## config.mk

```make
export PLATFORM = sky130hd
export DESIGN_NAME = uart_rx
export DESIGN_NICKNAME = d
export VERILOG_FILES = /design/src/rtl/uart_rx.sv
export SDC_FILE = /design/constraint.sdc
export NUM_CORES = 1
export LEC_CHECK = 0
export CORE_ASPECT_RATIO = 0.8
export CORE_MARGIN = 3
export CORE_UTILIZATION = 59
export CTS_CLUSTER_SIZE = 28
export DETAILED_ROUTE_END_ITERATION = 16
export PLACE_DENSITY_LB_ADDON = 0.1
export SYNTH_ARGS = -nofsm -noshare
export SYNTH_HDL_FRONTEND = slang
export SYNTH_SLANG_ARGS = --single-unit
```

## constraint.sdc

```tcl
create_clock -name clk -period 5.9 [get_ports clk]
set_input_delay 1.77 -clock clk [delete_from_list [all_inputs] [get_ports clk]]
set_output_delay 1.77 -clock clk [all_outputs]
set_load 0.005 [all_outputs]
```

## src/rtl/uart_rx.sv

```systemverilog
// 8N1 UART receiver, LSB first, with a valid/ack holding register and overrun/framing strobes.
// Define UART_RX_MAJORITY_EN for 2-of-3 majority sampling; every output timing then moves one cycle later.
module uart_rx #(
    parameter int DIV_WIDTH = 8
) (
    input  logic                 clk,
    input  logic                 rst,
    input  logic                 rx,
    input  logic [DIV_WIDTH-1:0] div,
    output logic [7:0]           data,
    output logic                 valid,
    input  logic                 ack,
    output logic                 overrun,
    output logic                 frame_err
);

    localparam int CW = DIV_WIDTH + 1;

    typedef enum logic [2:0] {
        IDLE,
        START,
        DATA,
        STOP,
        WAIT_IDLE
    } state_t;

    state_t         state, state_n;
    logic [CW-1:0]  cnt, cnt_n, cnt_run;
    logic [7:0]     shift, shift_n;
    logic [2:0]     bit_idx, bit_idx_n;
    logic           deliver, ferr;

    logic           rx_meta, rxs, rxs_d;
    logic           sample_bit;
    logic [CW-1:0]  period_m1, half, first_load;

    assign period_m1 = CW'(div) + CW'(1);
    assign half      = (CW'(div) + CW'(2)) >> 1;

`ifdef UART_RX_MAJORITY_EN
    logic rxs_d2;

    // The counter expires one cycle after s_k, when rxs_d2/rxs_d/rxs hold s_k-1/s_k/s_k+1.
    assign first_load = half;
    assign sample_bit = (rxs_d2 & rxs_d) | (rxs_d2 & rxs) | (rxs_d & rxs);

    always_ff @(posedge clk or posedge rst) begin
        if (rst) rxs_d2 <= 1'b1;
        else     rxs_d2 <= rxs_d;
    end
`else
    assign first_load = half - CW'(1);
    assign sample_bit = rxs;
`endif

    // NOTE: sequential state uses non-blocking assignments so every flop samples pre-edge values.
    always_ff @(posedge clk or posedge rst) begin
        if (rst) begin
            rx_meta <= 1'b1;
            rxs     <= 1'b1;
            rxs_d   <= 1'b1;
        end else begin
            rx_meta <= rx;
            rxs     <= rx_meta;
            rxs_d   <= rxs;
        end
    end

    always_ff @(posedge clk or posedge rst) begin
        if (rst) begin
            state   <= IDLE;
            cnt     <= '0;
            shift   <= '0;
            bit_idx <= '0;
        end else begin
            state   <= state_n;
            cnt     <= cnt_n;
            shift   <= shift_n;
            bit_idx <= bit_idx_n;
        end
    end

    assign cnt_run = (cnt == '0) ? period_m1 : cnt - CW'(1);

    // NOTE: every signal driven here gets a default first, so no path can infer a latch.
    always_comb begin
        state_n   = state;
        cnt_n     = cnt;
        shift_n   = shift;
        bit_idx_n = bit_idx;
        deliver   = 1'b0;
        ferr      = 1'b0;
        case (state)
            IDLE: begin
                if (!rxs && rxs_d) begin
                    state_n = START;
                    cnt_n   = first_load;
                end
            end
            START: begin
                cnt_n = cnt_run;
                if (cnt == '0) begin
                    if (sample_bit) begin
                        state_n = IDLE;
                    end else begin
                        state_n   = DATA;
                        bit_idx_n = '0;
                    end
                end
            end
            DATA: begin
                cnt_n = cnt_run;
                if (cnt == '0) begin
                    shift_n   = {sample_bit, shift[7:1]};
                    bit_idx_n = bit_idx + 3'd1;
                    if (bit_idx == 3'd7) state_n = STOP;
                end
            end
            STOP: begin
                cnt_n = cnt_run;
                if (cnt == '0) begin
                    if (sample_bit) begin
                        deliver = 1'b1;
                        state_n = IDLE;
                    end else begin
                        ferr    = 1'b1;
                        state_n = WAIT_IDLE;
                    end
                end
            end
            WAIT_IDLE: begin
                if (rxs) state_n = IDLE;
            end
            default: state_n = IDLE;
        endcase
    end

    // An ack coinciding with a delivery frees the register just in time for the new byte.
    always_ff @(posedge clk or posedge rst) begin
        if (rst) begin
            data      <= 8'h00;
            valid     <= 1'b0;
            overrun   <= 1'b0;
            frame_err <= 1'b0;
        end else begin
            overrun   <= 1'b0;
            frame_err <= ferr;
            if (deliver) begin
                if (!valid || ack) begin
                    data  <= shift;
                    valid <= 1'b1;
                end else begin
                    overrun <= 1'b1;
                end
            end else if (ack) begin
                valid <= 1'b0;
            end
        end
    end

endmodule
```

# == After elaboration in Yosys (flattened, before gate mapping) ==
# Index checks and enable logic that the tools add are counted.
# totals
ff_bits,37
inputBits,12
# classes
add_sub_neg,5
n_eq_ne,13
mux,27
reduce_logical,16
# op_table
operator,n
$mux 3,10
$mux 9,2
$pmux 9 s2,1
$pmux 3 s5,1
$ne 2x2->1 const B,7
$mux 1,11
$add 8x1->9 const B,1
$add 8x2->9 const B,1
$logic_not 9->1,1
$sub 8x1->9 const B,1
$sub 9x1->9 const B,1
$reduce_and 2->1,4
$eq 3x2->1 const B,2
$eq 3x3->1 const B,2
$pmux 3 s2,1
$reduce_and 6->1,1
$reduce_bool 2->1,3
$reduce_and 4->1,1
$add 3x1->3 const B,1
$eq 3x1->1 const B,1
$logic_not 3->1,1
$reduce_or 3->1,1
$logic_not 1->1,2
$mux 2,1
3 further kinds,3

# == Depth between registers and ports, before layout ==
# Gate-level depths: netlist of the first run.
# logic_depth
depth_word,5
depth_mapped,9
ltp_nobuf,7

# == Worst setup path before layout of the first run ==
# Ideal clock, no wire load.
# synth_path
path_kind,input to register
start,input port div[1]
end,register cnt[5]
setup_ns,0.126
t_arrival_ns,3.109
t_required_ns,5.774
slack_ns,2.665
cell_stages,7
path_buffers,1
path_cell_list,ha_1 > buf_2 > xnor2_1 > and3b_1 > o22ai_1 > xnor2_1 > a221o_1
# synth_via
elab_chain_cells,4
elab_cells_between_ends,6
cone_classes,add/sub: 3; mux: 3
# synth_rtl
element,line,rtl
from (decl),9,"input logic [DIV_WIDTH-1:0] div,"
$add 8x2->9,38,assign half = (CW'(div) + CW'(2)) >> 1;
$sub 8x1->9,52,assign first_load = half - CW'(1);
$mux 9,95,if (!rxs && rxs_d) begin
$pmux 9 s2 *,93,case (state)
to (signal assigned),77,cnt <= cnt_n;
to (decl),28,"logic [CW-1:0] cnt, cnt_n, cnt_run;"
# Every way passes the cells marked *; elsewhere a longest branch is shown, timed or not. The select of a mux whose other input is x is not followed.
# A chain may end at the register's enable or synchronous reset.

# == Worst setup path in the final report of the first run ==
# Same ends and word-level chain as after synthesis.

==> metrics.txt, run 1 <==
DRT iter0 DRCs=roughly 110; DRC=0; commonest non-fill, non-tap cell in the layout=nand2_1; Via density=slightly above 6; Worst path top cell family by delay=buffers and inverters; global-route wire length before repair=7530 microns; layout cell share with drive strength beyond 1=0.109; Seq/Total Area, Yosys=0.419; Synth area leaders=dfrtp_1 38%, nand2_1 6.4%, mux2_4 5.4%; full die area=4540 sq um; # IOs=23; area leader, netlist=dfrtp_1; Final Non-Filler Cells=between 200 and 300; Worst EP arrival=3.89 ns; GR Layer Usage met2=0.269; Post-CTS Hold Buffers=0; Slew Limit Fails=0; Mapped Nets=257; Worst Path Buf+Inv=1; Placed Cells=291; worst skew pair latency=0.29 ns; Setup Skew=0.00626 ns; most frequent cells in the layout=38 x nand2_1, 34 x dfrtp_1, 22 x clkdlybuf4s50_1; RSZ-0062 raised after global routing=no; Rows=19; Syn. warnings=0; Synth Register Bits=37; WL per Instance=14.8 microns; initial antenna violation count=0; via count=1810; max_cap viols=0; Post-Synthesis Cells=239; total global-route track usage=0.221; Pwr per Cell Area=318 nW/um^2; slew margin rel.=0.382; Ant. Diodes=0; crit-path max FO=10; minimum clock period=roughly 3.7 ns; Worst setup SP type=input pin; Lkg Pwr=1.14 nW; Final setup violation count=0; htree depth=2; Syn-to-layout area delta=14.5%; Core Region=3520 sq um; starting density of the core=0.631; Peak supply drop=between 300 and 400 uV; Netlist cell types=45; Die Wd=74.6 microns; slowest CP cell=clkdlybuf4s50_1; Avg Synthesized Cell Area=9.29 sq um; Worst-path clk slew=0.07 ns; met3 Use GR=0.0695; EDFF count, synth=0; Worst Hold Class=reg2reg; DP HPWL=3300 microns; GRT overflow=0; CTS Sinks=37; synthesized cell area=2220 sq um; TritonCTS clock tree=built; Synth Flop Type=dfrtp_1; # Post-CTS Setup Buffers=0; PortBufs=22; Post-DRT Antenna Nets=0; largest net degree at the start of global routing=38; met1 usage=0.358; Die Ht=60.9 microns; Tightest Pin Transition=between 0.9 and 1 ns; worst endpoint required time=6.08 ns; most frequent CP cell=xnor2_1; fin nets=274; clk buf depth=2; vias in the first global route=1551; Overall Power=~800 uW; status=complete, no violations; crit path cell chain=clkdlybuf4s50_1 > ha_1 > xnor2_1 > and3b_1 > o22ai_1 > xnor2_1 > a221o_1; fin crit share=0.629; FFs w/ async S/R, synth=1.00; final hold slack=0.363 ns; CP peak stage delay=approximately 0.6 ns; CP Capture Type=flip-flop; final hold vios=0; post-route setup TNS=0 ns; Resize count post-CTS=0; Post-Route WL=4430 microns; CTS Root Cell=clkbuf_8; CTS buffer count=5; gr busiest metal=met1; Max Freq=270 MHz; critical path type=in2reg; Yosys top cell area share=0.383; drt pass-1 iters=4; gpl congestion=about 0.93
[layer usage]
metal,vias to the layer above,share of wire
met5,-,0
met4,0,0.0081
met3,6,0.089
met2,59,0.40
met1,848,0.50
li1,897,-
[cell families after synthesis]
logic type	Yosys count	share of synthesized area
and+or+nand+nor	100	0.237
AOI/OAI and AO/OA	52	0.146
DFF	37	0.419
buffers and inverters	17	0.0338
xor gates and xnor gates	16	0.0631
muxes	11	0.0676
adders and majority gates	6	0.0338
[power by group]
part | internal, mW | total (mW) | switching [mW] | leakage (nW)
sequential | 0.290 | 0.357 | 0.0669 | 0.487
combinational | 0.112 | 0.262 | 0.150 | 0.598
clock | 0.105 | 0.190 | 0.0849 | 0.0542
total | 0.507 | 0.809 | 0.302 | 1.14
[final cells by class]
| class | count | area, sq um |
|---|---|---|
| clock buffers | 7 | 96.3 |
| inverters | 4 | 15.0 |
| flip-flops and latches | 37 | 930 |
| multi-input cells | 185 | 1210 |
| well taps | 42 | 52.6 |
| fillers | 278 | 977 |
| clock inverters | 1 | 5.00 |
| repair buffers | 23 | 228 |
[sequential cells by signal, summed over array words and instances, names as in the netlist]
register	cells
bit_idx	3
cnt	9
data	8
frame_err	1
overrun	1
rx_meta	1
rxs	1
rxs_d	1
shift	8
state	3
valid	1
[worst paths after layout]
path / startpoint / to / slack, ns / depth (start not counted)
min in group asynchronous: rst / cnt[7] / 1.88 / 3
max in group asynchronous: rst / rxs_d / 3.67 / 3
worst min register to register: rx_meta / rxs / 0.36 / 0
worst min-delay path: rx_meta / rxs / 0.36 / 0
worst max-delay path: div[1] / cnt[5] / 2.19 / 7
worst max register to register: cnt[0] / data[6] / 3.42 / 7
[stage by stage]
| step | worst slack (ns) | cell area (sq um) | utilization |
|---|---|---|---|
| floorplan | 2.67 | 2220 | - |
| global placement | 1.97 | 2440 | 0.693 |
| detailed placement | 1.91 | 2440 | 0.693 |
| CTS | 2.22 | 2540 | 0.722 |
| global route | 2.08 | 2540 | 0.722 |
| finish | 2.19 | 2540 | 0.722 |
[cell usage after synthesis, types with 2 or more instances]
library cell,count
nor2_1,17
nor3_4,2
nand4_1,6
a211oi_1,3
a21oi_1,13
ha_1,6
nand2b_1,4
nor4b_1,2
xor2_1,7
clkbuf_1,9
mux2i_1,3
o211ai_1,3
and3_1,3
o22ai_1,4
nand3_1,6
inv_1,4
o21ai_0,15
mux2_4,8
nor3_1,9
a31oi_1,3
dfrtp_1,34
dfstp_2,3
buf_2,2
nand2_1,38
o2111ai_1,3
xnor2_1,9
or3_1,4
a22o_1,2
[worst reg2reg max path, delay by kind of cell (launching register included)]
kind	cells	cell delay, ns
and+or+nand+nor	4	1.15
DFF	1	0.46
adders and majority gates	1	0.35
muxes	1	0.32
buffers and inverters	1	0.09
Note: power is estimated with default switching activity, not from simulation.
==> run 2: changes to the inputs <==
--- a/config.mk
+++ b/config.mk
@@ -7,7 +7,7 @@
 export LEC_CHECK = 0
 export CORE_ASPECT_RATIO = 0.8
 export CORE_MARGIN = 3
-export CORE_UTILIZATION = 59
+export CORE_UTILIZATION = 51
 export CTS_CLUSTER_SIZE = 28
 export DETAILED_ROUTE_END_ITERATION = 16
 export PLACE_DENSITY_LB_ADDON = 0.1
==> constraint.sdc (replaced) <==
create_clock -name clk -period 3 [get_ports clk]
set_input_delay 0.9 -clock clk [delete_from_list [all_inputs] [get_ports clk]]
set_output_delay 0.9 -clock clk [all_outputs]
set_load 0.005 [all_outputs]
==> run 2 against run 1 <==
  * Global-route usage shrank 1.8 points
  * Critical path depth grew 1
  * Routed wire length grew 9.3%
  * Core utilization shrank 6.8 points
  * Die area grew 14%
  * Sequential power grew 97%
  * Worst hold slack lost 0.0062 ns
  * Critical path type unchanged
  * Largest power group unchanged
  * Highest routed layer unchanged
==> metrics.txt, run 2 (same netlist as run 1, synthesis figures left out) <==
Tightest Pin Transition=0.887 ns (was 0.918 ns); fin nets=283 (was 274); sequential cell area=930 sq um (unchanged); commonest non-fill, non-tap cell in the layout=nand2_1 (unchanged); full die area=5180 sq um (was 4540 sq um); Post-CTS Hold Buffers=0 (unchanged); Resize count post-CTS=0 (unchanged); Rows=20 (was 19); RSZ-0062 raised after global routing=no (unchanged); post-route setup TNS=0 ns (unchanged); WL per Instance=15.1 microns (was 14.8 microns); Crit path depth=8 (was 7); crit path cell chain=clkdlybuf4s50_1 > ha_1 > buf_4 > nor4b_1 > mux2i_1 > a21oi_1 > xor2_1 > o211ai_1 (was clkdlybuf4s50_1 > ha_1 > xnor2_1 > and3b_1 > o22ai_1 > xnor2_1 > a221o_1); CTS Sinks=37 (unchanged); Worst Hold Class=reg2reg (unchanged); GRT overflow=0 (unchanged); Setup Skew=0.00738 ns (was 0.00626 ns); Final setup violation count=0 (unchanged); Final Non-Filler Cells=321 (was 299); RR Endpoint=data[6] (unchanged); initial antenna violation count=0 (unchanged); Worst setup SP type=input pin (unchanged); Post-Route WL=4840 microns (was 4430 microns); status=complete, no violations (unchanged); clk buf depth=2 (unchanged); Worst setup endpoint=cnt[6] (was cnt[5]); Core Region=3980 sq um (was 3520 sq um); Syn-to-layout area delta=17.4% (was 14.5%); Peak supply drop=511 uV (was 371 uV); fin crit share=0.844; Placed Cells=313 (was 291); critical path type=in2reg (unchanged); Lkg Pwr=1.17 nW (was 1.14 nW); Worst R2R Start=cnt[0] (unchanged); Post-DRT Antenna Nets=0 (unchanged); global-route wire length before repair=8180 microns (was 7530 microns); CP Capture Type=flip-flop (unchanged); biggest registers after layout=cnt x9, data x8, shift x8 (unchanged); max_cap viols=0 (unchanged); total global-route track usage=0.202 (was 0.221); vias in the first global route=1692 (was 1551); Worst path top cell family by delay=buffers and inverters (unchanged); Worst-path clk slew=0.07 ns (about the same); crit-path max FO=9 (was 10); TritonCTS clock tree=built (unchanged); minimum clock period=2.53 ns; Biggest register=cnt (unchanged); Via density=5.85 (was 6.05); reg2reg setup slack=0.68 ns (was 3.42 ns); gpl congestion=0.888 (was 0.930); Die Wd=79.8 microns (was 74.6 microns); CTS Root Cell=clkbuf_8 (unchanged); DRC=0 (unchanged); fillcell total=330 (was 278); crit path from=div[2] (was div[1]); Ant. Diodes=0 (unchanged); largest net degree at the start of global routing=38 (unchanged); starting density of the core=0.558 (was 0.631); worst endpoint required time=3.16 ns (was 6.08 ns); max reg flops=9 (unchanged); # Post-CTS Setup Buffers=0 (unchanged); Slew Limit Fails=0 (unchanged); final hold vios=0 (unchanged); most frequent cells in the layout=38 x nand2_1, 34 x dfrtp_1, 22 x clkdlybuf4s50_1 (unchanged); Worst EP arrival=2.69 ns (was 3.89 ns); Worst R2R Path Depth=7 (unchanged); Worst Path Buf+Inv=2 (was 1); # IOs=23 (unchanged); PortBufs=22 (unchanged); worst skew pair latency=0.28 ns (was 0.29 ns); Max Freq=395 MHz; slowest CP cell=clkdlybuf4s50_1 (unchanged); hold path depth=0 (unchanged); drt pass-1 iters=4 (unchanged); DRT iter0 DRCs=156 (was 113); via count=1877 (was 1810); CTS buffer count=5 (unchanged); slew margin rel.=0.403 (was 0.382); layout cell share with drive strength beyond 1=0.132 (was 0.109); Die Ht=65.0 microns (was 60.9 microns); Pwr per Cell Area=607 nW/um^2 (was 318 nW/um^2); CP peak stage delay=0.49 ns (was 0.61 ns); htree depth=2 (unchanged); Multi-input gate area=1210 sq um (unchanged); DP HPWL=3540 microns (was 3300 microns)
[run 2: cell count changes in the layout (fill, tap and decap cells not counted), sizes merged]
| cell | previous run | this run |
|---|---|---|
| buf | 1 | 10 |
[run 2: worst min path at each step]
stage | startpoint | to | slack (ns)
3_5_place_dp | rx_meta | rxs | 0.35
5_1_grt | rx_meta | rxs | 0.36
3_3_place_gp | rx_meta | rxs | 0.35
2_1_floorplan | rx_meta | rxs | 0.35
6_report | rx_meta | rxs | 0.36
4_1_cts | rx_meta | rxs | 0.36
[run 2: stage by stage]
step	cell area (sq um)	hold WS, ns	total power, mW	setup slack, ns	util
2_1_floorplan	2220	0.345	1.10	0.635	-
3_3_place_gp	2520	0.347	1.23	0.252	0.634
3_5_place_dp	2520	0.348	1.25	0.162	0.634
4_1_cts	2610	0.358	1.58	0.470	0.655
5_1_grt	2610	0.359	1.69	0.265	0.655
6_report	2610	0.357	1.58	0.467	0.655
[run 2: final cells by class]
type / instances / share of cell area
well taps: 55 / 0.0264
multi-input cells: 185 / 0.466
inverters: 4 / 0.00576
flip-flops and latches: 37 / 0.357
repair buffers: 32 / 0.113
clock inverters: 1 / 0.00192
clock buffers: 7 / 0.0293
[run 2: metal layers]
metal / wire length [microns] / vias up / GRT usage
met5: 0 / - / 0
met4: 8 / 0 / 0.0338
met3: 417 / 2 / 0.0486
met2: 1930 / 77 / 0.270
met1: 2490 / 892 / 0.330
li1: - / 906 / -
[run 2: where the power goes]
group	internal (mW)	total, mW	switching, mW
Clock	0.163	0.324	0.162
Sequential	0.570	0.703	0.133
Combinational	0.236	0.552	0.316
==> run 3: changes to the inputs <==
==> constraint.sdc (replaced) <==
create_clock -name clk -period 2.1 [get_ports clk]
set_input_delay 0.63 -clock clk [delete_from_list [all_inputs] [get_ports clk]]
set_output_delay 0.63 -clock clk [all_outputs]
set_load 0.005 [all_outputs]
==> run 3 against run 2 <==
  * Final area is 12% higher
  * Worst hold slack worse by 0.0013 ns
  * Via count increased by 7.3%
  * Non-clock buffer count up 24
  * Die area unchanged
  * Combinational power grew 72%
  * Critical path type unchanged
==> metrics.txt, run 3 (same netlist as run 1, synthesis figures left out) <==
largest net degree at the start of global routing=38 (unchanged); starting density of the core=0.558 (unchanged); Pwr per Cell Area=877 nW/um^2 (was 607 nW/um^2); fin nets=307 (was 283); drt pass-1 iters=5 (was 4); Die Wd=79.8 microns (unchanged); status=complete, no violations (unchanged); combinational power share=0.372 (was 0.350); initial antenna violation count=0 (unchanged); worst skew pair latency=0.29 ns (was 0.28 ns); clk buf depth=2 (unchanged); DRC=0 (unchanged); CP Capture Type=flip-flop (unchanged); Max Freq=494 MHz; Via density=5.84 (was 5.85); Setup Skew=0.00348 ns (was 0.00738 ns); Sw Share=0.362 (was 0.386); Ant. Diodes=0 (unchanged); Die Ht=65.0 microns (unchanged); worst endpoint required time=2.30 ns (was 3.16 ns); Biggest register=cnt (unchanged); biggest registers after layout=cnt x9, data x8, shift x8 (unchanged); total global-route track usage=0.219 (was 0.202); gpl congestion=0.931 (was 0.888); Peak supply drop=870 uV (was 511 uV); critical path type=in2reg (unchanged); crit-path max FO=7 (was 9); Flop pwr share=0.378 (was 0.445); fin crit share=0.964; Core Region=3980 sq um (unchanged); Worst EP arrival=2.23 ns (was 2.69 ns); max reg flops=9 (unchanged); Syn-to-layout area delta=31.2% (was 17.4%); CTS Sinks=37 (unchanged); htree depth=2 (unchanged); final hold vios=0 (unchanged); via count=2014 (was 1877); CTS buffer count=5 (unchanged); Rows=20 (unchanged); WL per Instance=14.8 microns (was 15.1 microns); slew margin rel.=0.681 (was 0.403); minimum clock period=2.03 ns; Tightest Pin Transition=0.477 ns (was 0.887 ns); Post-CTS Hold Buffers=0 (unchanged); Lkg Pwr=1.35 nW (was 1.17 nW); hold path depth=0 (unchanged); crit path from=div[3] (was div[2]); # IOs=23 (unchanged); global-route wire length before repair=8860 microns (was 8180 microns); pre-CTS setup slack=-0.447 ns (was 0.162 ns); DP HPWL=3890 microns (was 3540 microns); sequential cell area=930 sq um (unchanged); hold path start=rx_meta (unchanged); most frequent cells in the layout=38 x nand2_1, 34 x dfrtp_1, 32 x buf_4 (was 38 x nand2_1, 34 x dfrtp_1, 22 x clkdlybuf4s50_1); Worst-path clk slew=0.07 ns (about the same); Worst R2R Path Depth=7 (unchanged); Post-DRT Antenna Nets=0 (unchanged); Worst setup SP type=input pin (unchanged); max_cap viols=0 (unchanged); clock power share=0.250 (was 0.205); Cell Int Power=1.63 mW (was 970 uW); TritonCTS clock tree=built (unchanged); Worst Hold Class=reg2reg (unchanged); Worst R2R Start=cnt[1] (was cnt[0]); vias in the first global route=1827 (was 1692); Final WS setup=0.0749 ns (was 0.467 ns); PortBufs=22 (unchanged); P_sw=924 uW (was 610 uW); layout cell share with drive strength beyond 1=0.255 (was 0.132); commonest non-fill, non-tap cell in the layout=nand2_1 (unchanged); Post-Route WL=5120 microns (was 4840 microns); CTS Root Cell=clkbuf_8 (unchanged); DRT iter0 DRCs=216 (was 156); Final setup violation count=0 (unchanged); full die area=5180 sq um (unchanged); Multi-input gate area=1280 sq um (was 1210 sq um); Slew Limit Fails=0 (unchanged); fillcell total=295 (was 330); final hold slack=0.355 ns (was 0.357 ns); reg2reg setup slack=0.14 ns (was 0.68 ns); RSZ-0062 raised after global routing=no (unchanged); GRT overflow=0 (unchanged)
==> run 3: layout make-up <==
| type | count | share of cell area |
|---|---|---|
| multi-input cells | 185 | 0.439 |
| flip-flops and latches | 37 | 0.319 |
| repair buffers | 56 | 0.171 |
| clock buffers | 6 | 0.0284 |
| well taps | 55 | 0.0236 |
| clock inverters | 2 | 0.0129 |
| inverters | 4 | 0.00515 |
==> run 3: critical path: stages <==
cell             delay (ns)
clkdlybuf4s50_1        0.52
and3_2                 0.30
mux2i_1                0.29
nand2_1                0.11
a31o_2                 0.20
a32oi_1                0.18
==> run 3: metrics by stage <==
step,util,power [mW],cell area (sq um),std cells,TNS (ns)
floorplan,-,1.59,2240,239,0
detailed placement,0.683,1.88,2720,336,-2.06
finish,0.732,2.55,2910,345,0
CTS,0.720,2.53,2870,345,0
global route,0.732,2.72,2910,345,0
global placement,0.683,1.86,2720,336,-1.75
==> run 3: metal layers <==
metal	vias to the layer above	track usage	share of wire
li1	960	-	-
met1	949	0.358	0.50
met2	100	0.292	0.40
met3	5	0.0486	0.094
met4	0	0.0443	0.0066
met5	-	0	0
==> run 3: repair_timing <==
action,4_1_cts,5_1_grt
setup endpoints to repair,4,6
pin swaps,1,5
resized for setup,6,12
setup buffers,1,0
==> run 3: power by group through the flow <==
stage               sequential (mW)  clock, mW  combinational, mW
global route                  0.982      0.681               1.06
floorplan                     0.924          0              0.671
global placement              0.971          0              0.886
CTS                           0.961      0.655              0.913
finish                        0.965      0.639              0.949
detailed placement            0.974          0              0.904
==> run 3: worst paths after layout <==
path                           end
setup / recovery            cnt[7]
hold / removal                 rxs
setup reg to reg           data[7]
hold reg to reg                rxs
max in group asynchronous  rx_meta
min in group asynchronous    valid
